===== src/rtl/fir_pkg.sv =====
// rtl/fir_pkg.sv - FIR filter defaults, clog2 and output reduction (FIR_FILTER_OUT_SAT_EN selects saturation)
package fir_pkg;

    localparam int DEF_NUM_TAPS = 5;
    localparam int DEF_DATA_W   = 16;
    localparam int DEF_COEF_W   = 16;
    localparam int DEF_OUT_W    = 32;

    localparam logic [DEF_NUM_TAPS*DEF_COEF_W-1:0] DEFAULT_COEFS =
        {16'd1, 16'd2, 16'd3, 16'd2, 16'd1};

    function automatic int clog2(input int value);
        int r;
        r = 0;
        while ((1 << r) < value) begin
            r = r + 1;
        end
        return r;
    endfunction

    // Result is sign-extended to 64 bits; callers keep the low out_w bits.
    function automatic logic signed [63:0] sat_or_wrap(input logic signed [63:0] acc,
                                                       input int out_w);
`ifdef FIR_FILTER_OUT_SAT_EN
        logic signed [63:0] max_v;
        logic signed [63:0] min_v;
        max_v = (64'sd1 <<< (out_w - 1)) - 64'sd1;
        min_v = -max_v - 64'sd1;
        if (acc > max_v) begin
            return max_v;
        end else if (acc < min_v) begin
            return min_v;
        end else begin
            return acc;
        end
`else
        return (acc <<< (64 - out_w)) >>> (64 - out_w);
`endif
    endfunction

endpackage


===== src/rtl/fir_delay_line.sv =====
// rtl/fir_delay_line.sv - NUM_TAPS-1 stage sample shift register with synchronous active-low clear
module fir_delay_line
    import fir_pkg::*;
#(
    parameter int NUM_TAPS = DEF_NUM_TAPS,
    parameter int DATA_W   = DEF_DATA_W
) (
    input  logic                             clk,
    input  logic                             resetn,
    input  logic [DATA_W-1:0]                din,
    output logic [(NUM_TAPS-1)*DATA_W-1:0]   taps
);

    logic [(NUM_TAPS-1)*DATA_W-1:0] taps_d;
    logic [(NUM_TAPS-1)*DATA_W-1:0] taps_q;

    // Slot 0 holds the most recent past sample.
    always_comb begin
        taps_d = taps_q;
        taps_d[0 +: DATA_W] = din;
        for (int k = 1; k < NUM_TAPS - 1; k++) begin
            taps_d[k*DATA_W +: DATA_W] = taps_q[(k-1)*DATA_W +: DATA_W];
        end
    end

    always_ff @(posedge clk) begin
        if (!resetn) begin
            taps_q <= '0;
        end else begin
            taps_q <= taps_d;
        end
    end

    assign taps = taps_q;

endmodule


===== src/rtl/fir_filter.sv =====
// rtl/fir_filter.sv - direct-form FIR with registered output; FIR_FILTER_OUT_SAT_EN clamps instead of wrapping
module fir_filter
    import fir_pkg::*;
#(
    parameter int NUM_TAPS = DEF_NUM_TAPS,
    parameter int DATA_W   = DEF_DATA_W,
    parameter int COEF_W   = DEF_COEF_W,
    parameter int OUT_W    = DEF_OUT_W,
    parameter logic [NUM_TAPS*COEF_W-1:0] COEFS = DEFAULT_COEFS
) (
    input  logic              clk,
    input  logic              reset,
    input  logic [DATA_W-1:0] x_in,
    output logic [OUT_W-1:0]  y_out
);

    localparam int PROD_W = DATA_W + COEF_W;
    localparam int ACC_W  = OUT_W + clog2(NUM_TAPS);

    logic [(NUM_TAPS-1)*DATA_W-1:0] taps;
    logic signed [PROD_W-1:0]       prod;
    logic signed [ACC_W-1:0]        acc;
    logic [OUT_W-1:0]               y_d;
    logic [OUT_W-1:0]               y_q;

    fir_delay_line #(
        .NUM_TAPS (NUM_TAPS),
        .DATA_W   (DATA_W)
    ) u_delay (
        .clk    (clk),
        .resetn (reset),
        .din    (x_in),
        .taps   (taps)
    );

    // Tap 0 multiplies the live input so the newest sample reaches y_out after one edge.
    always_comb begin
        prod = PROD_W'($signed(x_in)) * PROD_W'($signed(COEFS[0 +: COEF_W]));
        acc  = ACC_W'(prod);
        for (int k = 1; k < NUM_TAPS; k++) begin
            prod = PROD_W'($signed(taps[(k-1)*DATA_W +: DATA_W]))
                 * PROD_W'($signed(COEFS[k*COEF_W +: COEF_W]));
            acc  = acc + ACC_W'(prod);
        end
        y_d = OUT_W'(sat_or_wrap(64'(acc), OUT_W));
    end

    always_ff @(posedge clk) begin
        if (!reset) begin
            y_q <= '0;
        end else begin
            y_q <= y_d;
        end
    end

    assign y_out = y_q;

endmodule


===== config.mk =====
export PLATFORM = sky130hd
export DESIGN_NAME = fir_filter
export DESIGN_NICKNAME = d
export VERILOG_FILES = /design/src/rtl/fir_pkg.sv /design/src/rtl/fir_delay_line.sv /design/src/rtl/fir_filter.sv
export SDC_FILE = /design/constraint.sdc
export NUM_CORES = 1
export LEC_CHECK = 0
export BUFFER_PORTS_ARGS = -buffer_cell sky130_fd_sc_hd__buf_2
export CAP_MARGIN = 20
export CORE_MARGIN = 5
export CORE_UTILIZATION = 55
export CTS_CLUSTER_DIAMETER = 100
export DETAILED_ROUTE_END_ITERATION = 12
export GPL_TIMING_DRIVEN = 0
export PLACE_DENSITY_LB_ADDON = 0.08
export SLEW_MARGIN = 5
export SYNTH_ARGS = -nofsm -noshare
export SYNTH_HDL_FRONTEND = slang
export SYNTH_SLANG_ARGS = --single-unit

===== constraint.sdc =====
create_clock -name clk -period 4.89 [get_ports clk]
set_input_delay 0.7335 -clock clk [delete_from_list [all_inputs] [get_ports clk]]
set_output_delay 0.7335 -clock clk [all_outputs]
set_load 0.02 [all_outputs]

==> out/results.ini <==
[synthesis]
async_flop_share = 0
synth_common_cells = 98 x inv_1, 86 x dfxtp_1, 82 x and2_1
seq_area_frac_synth = 0.324
syn-cell-area_mm2 = 0.00532
yosys.area.top_type_share = 0.324
syn_nets = 638
syn-mean-instance-area_um2 = 10.4
yosysMostFrequentCell = inv_1
synth-edff-count = 0
yosys.area.top_type = dfxtp_1
ys.flop_type = dfxtp_1
synth_area_leaders = dfxtp_1 32%, fa_1 25%, ha_1 9.9%, and2_1 9.6%, inv_1 6.9%
yosysUniqueCellTypes = 40
yosys_warnings = 0
syn_inst = 512
ys_ff_latch = 86

[cts]
cts.sink_count = 86
cts-resized-gates = 0
cts_setup_buffers = 0
clk_pin_slew_ns = 0.09
htreeDepth = 3
cts_tree = built
clock_latency_ns = 0.35
clock-root-buffer = clkbuf_8
cts-buffers-inserted = 9
cts_hold_buf = 0
cts.path.max_buffers = 2

[layout]
nets = 697
fillers = 814
syn2layout_area_growth_pct = 11.2
insertedDiodeCount = 0
layoutNonFillerInstCount = 705
drive_gt1_frac = 0.148

[detailed_routing]
route.met3.wl_um = 449
dr_wl_met2_mm = 3.78
drc_errors = 0
num_vias = 3319
top_layer = met4
firstDrtPassIters = 4
ant_nets = 0
wl_met1_mm = 4.50
wl_per_cell_um = 12.6
drt_iter0_markers = 70
wirelength_mm = 8.85
routed_via_density = 4.71

[placed_design]
portBuffers = 48
routabilityCongestion = 0.865
dp_cells = 689
dpl.hpwl_mm = 7.38

[grt]
grt_max_degree = 16
grt_pass1_wl_mm = 15.7
grt_usage = 0.170
grt_pass1_vias = 3456
gr-total-overflow = 0
antenna_found_initial = 0

[timing]
hold_violations = 0
skew_ns = 0.0145
rsz0062_at_grt = false
period_share = 0.942
setup_viol = 0
max_freq_mhz = 217
max_slew_margin = 0.545
worst_pin_slew_ns = 0.682
finalCriticalPeriod_ns = 4.61
final-max-slew-violation-count = 0

[die]
initial_core_util = 0.570
design.core.area_mm2 = 0.00933
die_y_um = 108
fp.dieArea_mm2 = 0.0117
die_w_um = 108
rows = 35
pin_count = 50

[worst_setup_path]
worstPathMaxFanout = 3
critPathSlowestCell = fa_1
worstPathArrival_ns = 4.84
start_kind = input pin
cp-end-kind = register
slowest_delay_ns = 0.53
critPathKind = in2reg
crit_family = adder cells
crit_chain = buf_2 > fa_1 > inv_1 > fa_1 > inv_1 > fa_1 > inv_1 > fa_1 > inv_1 > ha_1 > inv_1 > fa_1 > nand2b_1 > a21oi_4 > nor2_1 > o31ai_1 > xor2_1 > and2_1
crit_buf_inv = 6
cp_data_required_time_ns = 5.12

[power_and_ir_drop]
combPwrFrac = 0.440
peakVddDrop_mv = 0.177
netSwitchingFraction = 0.383
seqPwrFrac = 0.355
leakagePower_uw = 0.00293
internal_power_uw = 1420
clock_power_share = 0.205
p_per_area_mw_per_mm2 = 389
power_switching_uw = 882
power_uw = 2300

[status]
status = completed

[flow_run]
cap_violations = 0

[hold_path]
min_path_type = reg2reg

[logic make-up after synthesis]
group / synth area share
AO/OA/AOI/OAI: 0.0753
XOR/XNOR: 0.0231
adder cells (fa/ha/maj): 0.347
buffers and inverters: 0.0937
flip-flops: 0.324
AND/OR/NAND/NOR: 0.137
[sequential cells by signal, indices dropped and copies added, names as in the netlist]
name and cells:
u_delay.taps 64, y_out 22
[worst register-to-register path, stage by stage, from the launching register on]
cell and delay (ns):
dfxtp_1 0.34, fa_1 0.51, inv_1 0.05, fa_1 0.47, inv_1 0.05, fa_1 0.53
inv_1 0.05, fa_1 0.44, inv_1 0.07, ha_1 0.20, inv_1 0.07, fa_1 0.38
nand2b_1 0.23, a21oi_4 0.21, nor2_1 0.07, o31ai_1 0.35, xor2_1 0.10, and2_1 0.18
[stage by stage]
step | utilization | instance area [um^2] | setup TNS (ns) | setup slack [ns] | hold WS (ns)
CTS | 0.634 | 5910 | 0 | 0.305 | 0.466
global placement | 0.613 | 5720 | 0 | 0.0178 | 0.440
global route | 0.634 | 5910 | 0 | 0.0998 | 0.503
detailed placement | 0.613 | 5720 | -0.0652 | -0.0464 | 0.445
finish | 0.634 | 5910 | 0 | 0.285 | 0.457
floorplan | - | 5320 | 0 | 0.377 | 0.430
[layout make-up]
type | count | area (um^2) | area share
multi-input cells | 306 | 3100 | 0.524
flip-flops and latches | 86 | 1720 | 0.291
inverters | 98 | 368 | 0.0622
repair buffers | 48 | 240 | 0.0406
well taps | 129 | 161 | 0.0273
clock buffers | 11 | 151 | 0.0256
plain buffers | 22 | 130 | 0.0220
clock inverters | 5 | 41.3 | 0.00699
[per-layer routing]
metal  vias up  global-route usage
li1       1691                   -
met5         -                   0
met4         0              0.0388
met3        11              0.0448
met1      1557               0.242
met2        60               0.263
[final timing paths]
path	slack, ns	end	cells past startpoint	start
worst min register to register	0.46	u_delay.taps[29]$_SDFF_PN0_	1	u_delay.taps[13]$_SDFF_PN0_
worst max-delay path	0.28	y_out[16]$_SDFF_PN0_	18	x_in[2]
worst max register to register	0.48	y_out[16]$_SDFF_PN0_	17	u_delay.taps[1]$_SDFF_PN0_
worst min-delay path	0.46	u_delay.taps[29]$_SDFF_PN0_	1	u_delay.taps[13]$_SDFF_PN0_
[placed cells by master (no fill, tap or decap), types with 4 or more instances in the layout]
cell,synthesis,routed
o21a_1,5,5
fa_1,66,66
o211ai_1,4,4
clkbuf_8,0,11
nand3_1,6,6
o21ai_0,7,7
and2_1,82,82
clkbuf_1,9,9
nor2_1,9,9
nand2_1,14,14
buf_2,2,50
nand2b_1,4,4
nand4_1,4,4
nor3_1,4,4
a21oi_1,19,19
xor2_1,8,8
xnor2_1,6,6
buf_4,10,10
inv_1,98,98
dfxtp_1,86,86
ha_1,42,42
[power groups by stage]
stage / registers, uW / logic (uW) / clock network, uW
final: 816 / 1010 / 470
after global routing: 828 / 1150 / 524
after CTS: 818 / 1020 / 488
after detailed placement: 834 / 1020 / 0
after global placement: 832 / 1000 / 0
after floorplan: 917 / 689 / 0
Power figures use the tool's default switching activity.
